### src/rtl/exec_trace_fifo_if.sv
// rtl/exec_trace_fifo_if.sv - trace record stream from the capture FIFO to the debug consumer
interface exec_trace_fifo_if;
    logic        out_valid;
    logic        out_ready;
    logic [0:31] out_pc;
    logic [0:31] out_inst;
    logic [0:31] out_rw;
    logic        out_flag;

    modport master (
        output out_valid,
        output out_pc,
        output out_inst,
        output out_rw,
        output out_flag,
        input  out_ready
    );

    modport slave (
        input  out_valid,
        input  out_pc,
        input  out_inst,
        input  out_rw,
        input  out_flag,
        output out_ready
    );
endinterface

### src/rtl/exec_trace_fifo.sv
// rtl/exec_trace_fifo.sv - execution-trace capture filter feeding a record FIFO with drop counting
module exec_trace_fifo #(
    parameter int DEPTH  = 8,
    parameter int DROP_W = 16
) (
    input  logic                     clk,
    input  logic                     rst,
    input  logic                     trace_en,
    input  logic                     flag_only,
    input  logic [0:31]              pc_in,
    input  logic [0:31]              inst_in,
    input  logic [0:31]              rw_in,
    input  logic                     flag_in,
    exec_trace_fifo_if.master        trc,
    output logic [$clog2(DEPTH):0]   fill,
    output logic [DROP_W-1:0]        drop_cnt
);
    localparam int AW = $clog2(DEPTH);
    localparam logic [AW-1:0]   PTR_ONE    = AW'(1);
    localparam logic [AW:0]     FILL_ONE   = (AW+1)'(1);
    localparam logic [AW:0]     FILL_DEPTH = (AW+1)'(DEPTH);
    localparam logic [DROP_W-1:0] DROP_ONE = DROP_W'(1);

    logic [0:31]   mem_pc   [DEPTH];
    logic [0:31]   mem_inst [DEPTH];
    logic [0:31]   mem_rw   [DEPTH];
    logic          mem_flag [DEPTH];

    logic [AW-1:0] wr_ptr;
    logic [AW-1:0] rd_ptr;
    logic [0:31]   last_pc;
    logic          primed;

    logic          is_new;
    logic          candidate;
    logic          valid;
    logic          pop;
    logic          push;

    // The first enabled cycle after reset always counts as a new instruction.
    assign is_new    = !primed || (pc_in != last_pc);
    assign candidate = trace_en && is_new && (!flag_only || flag_in);
    assign valid     = (fill != '0);
    assign pop       = valid && trc.out_ready;
    // A full FIFO can still take a record when the head leaves on the same edge.
    assign push      = candidate && ((fill < FILL_DEPTH) || pop);

    always_ff @(posedge clk or negedge rst) begin
        if (!rst) begin
            wr_ptr   <= '0;
            rd_ptr   <= '0;
            fill     <= '0;
            drop_cnt <= '0;
            last_pc  <= '0;
            primed   <= 1'b0;
        end else begin
            if (trace_en) begin
                last_pc <= pc_in;
                primed  <= 1'b1;
            end
            if (push) wr_ptr <= wr_ptr + PTR_ONE;
            if (pop)  rd_ptr <= rd_ptr + PTR_ONE;
            if (push && !pop)
                fill <= fill + FILL_ONE;
            else if (pop && !push)
                fill <= fill - FILL_ONE;
            if (candidate && !push && (drop_cnt != '1))
                drop_cnt <= drop_cnt + DROP_ONE;
        end
    end

    always_ff @(posedge clk) begin
        if (push) begin
            mem_pc[wr_ptr]   <= pc_in;
            mem_inst[wr_ptr] <= inst_in;
            mem_rw[wr_ptr]   <= rw_in;
            mem_flag[wr_ptr] <= flag_in;
        end
    end

    // Storage is not reset, so the head is masked whenever the FIFO is empty.
    assign trc.out_valid = valid;
    assign trc.out_pc    = valid ? mem_pc[rd_ptr]   : '0;
    assign trc.out_inst  = valid ? mem_inst[rd_ptr] : '0;
    assign trc.out_rw    = valid ? mem_rw[rd_ptr]   : '0;
    assign trc.out_flag  = valid ? mem_flag[rd_ptr] : 1'b0;
endmodule

### src/flat_wrapper.sv
// flat-port wrapper written by rule: the top's interface ports become plain ports
module exec_trace_fifo_flat 
#(
    parameter int DEPTH  = 8,
    parameter int DROP_W = 16
)
  (clk, rst, trace_en, flag_only, pc_in, inst_in, rw_in, flag_in, fill, drop_cnt, trc_out_valid, trc_out_pc, trc_out_inst, trc_out_rw, trc_out_flag, trc_out_ready);
  exec_trace_fifo_if trc_i ();
  input  logic clk;
  input  logic rst;
  input  logic trace_en;
  input  logic flag_only;
  input  logic [0:31] pc_in;
  input  logic [0:31] inst_in;
  input  logic [0:31] rw_in;
  input  logic flag_in;
  output logic [$clog2(DEPTH):0] fill;
  output logic [DROP_W-1:0] drop_cnt;
  output wire logic [$bits(trc_i.out_valid)-1:0] trc_out_valid;
  output wire logic [$bits(trc_i.out_pc)-1:0] trc_out_pc;
  output wire logic [$bits(trc_i.out_inst)-1:0] trc_out_inst;
  output wire logic [$bits(trc_i.out_rw)-1:0] trc_out_rw;
  output wire logic [$bits(trc_i.out_flag)-1:0] trc_out_flag;
  input wire logic [$bits(trc_i.out_ready)-1:0] trc_out_ready;
  assign trc_out_valid = trc_i.out_valid;
  assign trc_out_pc = trc_i.out_pc;
  assign trc_out_inst = trc_i.out_inst;
  assign trc_out_rw = trc_i.out_rw;
  assign trc_out_flag = trc_i.out_flag;
  assign trc_i.out_ready = trc_out_ready;
  exec_trace_fifo #(.DEPTH(DEPTH), .DROP_W(DROP_W)) u_core (.clk(clk), .rst(rst), .trace_en(trace_en), .flag_only(flag_only), .pc_in(pc_in), .inst_in(inst_in), .rw_in(rw_in), .flag_in(flag_in), .trc(trc_i), .fill(fill), .drop_cnt(drop_cnt));
endmodule
### config.mk
export PLATFORM = sky130hd
export DESIGN_NAME = exec_trace_fifo_flat
export DESIGN_NICKNAME = d
export VERILOG_FILES = /design/src/rtl/exec_trace_fifo_if.sv /design/src/rtl/exec_trace_fifo.sv /design/src/flat_wrapper.sv
export SDC_FILE = /design/constraint.sdc
export NUM_CORES = 1
export LEC_CHECK = 0
export CAP_MARGIN = 15
export CORE_UTILIZATION = 30
export DETAILED_ROUTE_END_ITERATION = 6
export HOLD_SLACK_MARGIN = 0.12
export PLACE_DENSITY = 0.5
export SYNTH_ARGS = -nofsm -noshare
export SYNTH_HDL_FRONTEND = slang
export SYNTH_SLANG_ARGS = --single-unit
### constraint.sdc
create_clock -name clk -period 37.4 [get_ports clk]
set_input_delay 5.61 -clock clk [delete_from_list [all_inputs] [get_ports clk]]
set_output_delay 5.61 -clock clk [all_outputs]
set_load 0.01 [all_outputs]
==> results.cfg, run 1 <==
[clocking]
cts_resized = 0
root_buffer = clkbuf_16
clock_sinks = 835
post_cts_buffers = 0
cts_buffer_depth = 3
postCtsHoldBufs = 0
clk_latency_ps = 660
cts_max_level = 3
cts_made_buffers = 91
cts_tree = yes
cts.clk_slew.worst_paths_ps = 60

[setup_path]
start_kind = flop
cp_slowest_cell = dfrtp_4
critical_path_class = reg2out
slowest_delay_ps = 980
crit_required_ps = 31790
path_cells = buf_4 -> buf_4 -> mux4_2 -> mux2i_1 -> nor2_1 -> clkdlybuf4s50_1
cp_max_fo = 47
critPathArrivalTime_ps = 4930
path_common_cell = buf_4
end_kind = output port
reg2reg_slack_ps = 33530

[synth]
synth_xor_xnor_area_share_pct = 1.47
synthCells = 1476
synth.distinct_cells = 41
synth_fa_ha_area_share_pct = 0.295
syn-num-nets = 1585
synthFlopType = edfxtp_1
synth_warnings = 0
synthArstFlopShare_pct = 7.07
ys_seq_elements = 835
muxShareOfSynthArea_pct = 17.8
synth_seq_area_share_pct = 76.8
synth-edff-count = 776
avgSynthCellArea_um2 = 21.9
synth_compound_area_share_pct = 0.136
syn_area_mm2 = 0.0323
synth_top_family_by_area = multiplexers
yosys.area_share.simple_pct = 2.39

[final_layout]
finalNonFillerCells = 3213
final_cell_mix = edfxtp_1, clkdlybuf4s50_1, mux4_2
multi_input_area_mm2 = 0.00718
diodes = 0
syn2layout_area_growth_pct = 21.6
final_area_mm2 = 0.0392
seq_area_mm2 = 0.0248
layout_commonest_cell = edfxtp_1
post-route-util_pct = 37.0
drive_gt1_share_pct = 22.6
n_fill_cell = 9743
final_nets = 1854

[timing]
fin_crit_sh_pct = 28.2
fmax_mhz = 94.9
tightest_slew_ps = 1080
relSlewSlack_pct = 28.1
fin_tns_setup_ps = 0
period_needed_ps = 10540
hold_viol_final = 0
rsz0062_at_grt = false
fin_skew_ps = 22.2
setup_viol = 0
slew_viol_final = 0

[die]
row_count = 119
die_area_mm2 = 0.109
die-width_um = 330
die_h_um = 330
start_util_pct = 30.4
pin_count = 220
core-area_mm2 = 0.106

[global_route]
grt_max_degree = 61
grt_pass1_vias = 16965
use_met3_pct = 3.36
grtUsageTotal_pct = 14.3
gr-usage-met1_pct = 17.3
grt_busiest_layer = met2
gr-total-overflow = 0
use_met2_pct = 25.2
antenna_found_initial = 11
grt_pass1_wl_mm = 113

[route]
drc_errors = 0
antenna_left = 0
avgViaCountPerCell = 4.76
drt_iter0_drc = 908
wl_mm = 76.5
drtPass1Iterations = 4
routedWlPerCell_um = 23.8
vias = 15302

[power]
p_leak_nw = 12.8
power_density_mw_per_mm2 = 76.7
vdd_drop_max_mv = 0.0390
power_mw = 3.01

[run]
maxCapViolations = 0

[place]
place_hpwl_mm = 41.8
gp_congestion = 0.714
dp.cells = 3043
port-buffer-count = 219
dpl-instance-area_mm2 = 0.0362

[status]
status = finished clean

[hold_path]
hold_path.class = reg2reg
-- cell usage after synthesis (all sizes together) (2+ instances only) --
master	number	area, um2
edfxtp	776	23300
mux4	194	4370
nor2	104	390
mux2i	97	971
dfrtp	59	1480
buf	40	194
mux2	36	409
xor2	35	307
clkbuf	34	128
xnor2	19	166
nand3	11	60.1
and3	10	63.8
nand2	9	41.3
nor4	9	56.3
ha	6	75.1
inv	6	25.0
nand4	6	37.5
nor3	4	20.0
a21oi	2	10.0
and2	2	12.5
nor2b	2	20.0
nor3b	2	15.0
nor4b	2	17.5
o21ai	2	10.0
or3	2	12.5
-- metrics by stage --
step                setup slack (ps)  hold WS (ps)
floorplan                      20320           439
global placement               27270           455
detailed placement             27300           469
CTS                            26550           483
global route                   26330           495
finish                         26860           476
-- final cells by class --
cell class / instances / share of cell area [%]
Clock buffer: 118 / 6.30
Clock inverter: 52 / 1.54
Inverter: 6 / 0.0638
Multi-Input combinational cell: 561 / 18.3
Sequential cell: 835 / 63.2
Tap cell: 1391 / 4.44
Timing Repair Buffer: 250 / 6.16
-- power breakdown --
group	total (mW)	switching (mW)	internal [mW]
Combinational	0.917	0.451	0.465
Clock	0.909	0.366	0.544
Sequential	1.18	0.0630	1.12
-- worst paths after layout --
kind / to / startpoint / cells after the start
worst max register to register: u_core.fill[3] / u_core.last_pc[20] / 14
worst min-delay path: u_core.primed / u_core.primed / 1
worst min register to register: u_core.primed / u_core.primed / 1
max in group asynchronous: u_core.rd_ptr[2] / rst / 1
worst max-delay path: trc_out_rw[27] / u_core.rd_ptr[0] / 6
min in group asynchronous: u_core.last_pc[26] / rst / 1
-- critical path, delay by kind of cell, from the launching register on --
kind / cells / cell delay [ps]
buffers and inverters: 3 / 2310
flip-flops: 1 / 980
multiplexers: 2 / 800
AND/OR/NAND/NOR: 1 / 140
-- flip-flops by register name, summed over array words and instances (netlist names) --
| name | cells |
|---|---|
| u_core.wr_ptr | 3 |
| u_core.fill | 4 |
| u_core.rd_ptr | 3 |
| u_core.last_pc | 32 |
| u_core.mem_pc | 256 |
| u_core.mem_flag | 8 |
| u_core.mem_rw | 256 |
| u_core.mem_inst | 256 |
| u_core.primed | 1 |
| u_core.drop_cnt | 16 |
-- routing by layer --
| layer | routed length [um] | vias up |
|---|---|---|
| li1 | - | 6602 |
| met1 | 31300 | 8219 |
| met2 | 39800 | 317 |
| met3 | 3490 | 142 |
| met4 | 1760 | 22 |
| met5 | 138 | - |
-- logic make-up after synthesis --
kind of cell               count (synthesis)
DFF                                      835
muxes                                    327
and+or+nand+nor                          166
buffers and inverters                     80
xor gates and xnor gates                  54
AOI/OAI and AO/OA                          7
adders and majority gates                  7
Power figures use the tool's default switching activity.
==> run 2, diff against run 1 <==
==> constraint.sdc (replaced) <==
create_clock -name clk -period 10.35 [get_ports clk]
set_input_delay 1.5525 -clock clk [delete_from_list [all_inputs] [get_ports clk]]
set_output_delay 1.5525 -clock clk [all_outputs]
set_load 0.01 [all_outputs]
==> run 2 against run 1 <==
Combinational power grew to 3.6 times the previous value. Total power grew to 3.6 times the previous value. Routed wire length is 0.74% lower. Largest cell class unchanged. Largest power group unchanged.
==> results.cfg, run 2 (same netlist as run 1, synthesis figures left out) <==
[die]
die-width_um = 330
die_area_mm2 = 0.109
core-area_mm2 = 0.106
pin_count = 220
start_util_pct = 30.4
row_count = 119
die_h_um = 330

[timing]
fin_ws_ps = 4710
fin_tns_setup_ps = 0
tightest_slew_ps = 1130
hold_viol_final = 0
setup_viol = 0
period_needed_ps = 5640
fmax_mhz = 177
rsz0062_at_grt = false
fin_crit_sh_pct = 54.5
relSlewSlack_pct = 25.0
fin_skew_ps = 25.5
holdWs_ps = 492
slew_viol_final = 0

[route]
vias = 15072
met2_length_mm = 38.6
antenna_left = 0
drtPass1Iterations = 4
routed.top_layer = met5
drc_errors = 0
wl_met1_mm = 32.0
wl_mm = 75.9
routedWlPerCell_um = 23.7
dr_wl_met3_mm = 3.68
drt_iter0_drc = 957
avgViaCountPerCell = 4.70

[setup_path]
path_cells = buf_12 -> mux4_2 -> mux2i_1 -> nor2_1 -> clkdlybuf4s50_1
critPathArrivalTime_ps = 4080
path_delay_family = buffers and inverters
cp_max_fo = 144
critical_path_class = reg2out
worst-path-stages = 5
critPathBufInv = 2
worst_r2r_path_depth = 9
end_kind = output port
crit_required_ps = 8800
start_kind = flop
slowest_delay_ps = 1000
cp_slowest_cell = dfrtp_4

[clocking]
cts_tree = yes
cts_max_level = 3
root_buffer = clkbuf_16
clock_sinks = 835
clk_latency_ps = 640
cts_resized = 0
cts_buffer_depth = 3
cts.clk_slew.worst_paths_ps = 60
postCtsHoldBufs = 0
post_cts_buffers = 0
cts_made_buffers = 93

[global_route]
grt_max_degree = 145
grt_pass1_wl_mm = 112
gr-total-overflow = 0
antenna_found_initial = 16
grtUsageTotal_pct = 14.1
grt_pass1_vias = 16567

[place]
port-buffer-count = 219
place_hpwl_mm = 41.0
dp.cells = 3036
dp_worst_setup_slack_ps = 4510
dpl-instance-area_mm2 = 0.0362
gp_congestion = 0.716

[final_layout]
layout_commonest_cell = edfxtp_1
diodes = 0
syn2layout_area_growth_pct = 21.4
final_cell_mix = edfxtp_1, clkdlybuf4s50_1, mux4_2
final_area_mm2 = 0.0392
final_nets = 1849
largest_registers = u_core.mem_inst: 256 flops, u_core.mem_pc: 256 flops, u_core.mem_rw: 256 flops
drive_gt1_share_pct = 22.5
finalNonFillerCells = 3209

[hold_path]
worstHoldPathCells = 1
hold_path.class = reg2reg

[status]
status = finished clean

[power]
vdd_drop_max_mv = 0.208
p_leak_nw = 12.8
power_density_mw_per_mm2 = 276

[run]
maxCapViolations = 0
run 2: cell count changes in the layout (fill, tap and decap cells not counted), moves of 3 or more:
| cell | change |
|---|---|
| buf_4 | -14 |
| buf_12 | +6 |
| clkinv_2 | +6 |
| inv_6 | +6 |
| bufinv_16 | -5 |
| clkinv_8 | -3 |
run 2: metrics by stage:
stage | util (%) | power [mW]
2_1_floorplan | - | 6.26
3_3_place_gp | 34.1 | 7.83
3_5_place_dp | 34.1 | 7.84
4_1_cts | 36.9 | 11.1
5_1_grt | 36.9 | 11.4
6_report | 36.9 | 10.8
run 2: layout make-up:
cell class / count / area, um2
clock inverter: 53 / 439
clock buffer: 120 / 2510
inverter: 6 / 25.0
sequential: 835 / 24800
timing repair buffer: 243 / 2440
tap: 1391 / 1740
multi-input combinational: 561 / 7210
fill: 9737 / 66900
run 2: worst paths after layout:
| path | start | to | slack (ps) |
|---|---|---|---|
| max in group asynchronous | rst | u_core.rd_ptr[1] | 8500 |
| min reg2reg | u_core.drop_cnt[5] | u_core.drop_cnt[5] | 490 |
| min | u_core.drop_cnt[5] | u_core.drop_cnt[5] | 490 |
| min in group asynchronous | rst | u_core.last_pc[13] | 1100 |
| max | u_core.rd_ptr[1] | trc_out_inst[31] | 4710 |
| max reg2reg | u_core.last_pc[30] | u_core.mem_pc[3][10] | 6480 |
run 2: where the power goes:
group	internal (mW)	total, mW	switching, mW
clock	1.86	3.16	1.30
sequential	4.05	4.29	0.245
combinational	1.70	3.34	1.65
run 2: metal layers:
metal | global-route usage [%] | up-vias
li1 | - | 6585
met5 | 0 | -
met3 | 3.07 | 134
met2 | 24.4 | 344
met4 | 3.57 | 20
met1 | 17.9 | 7989
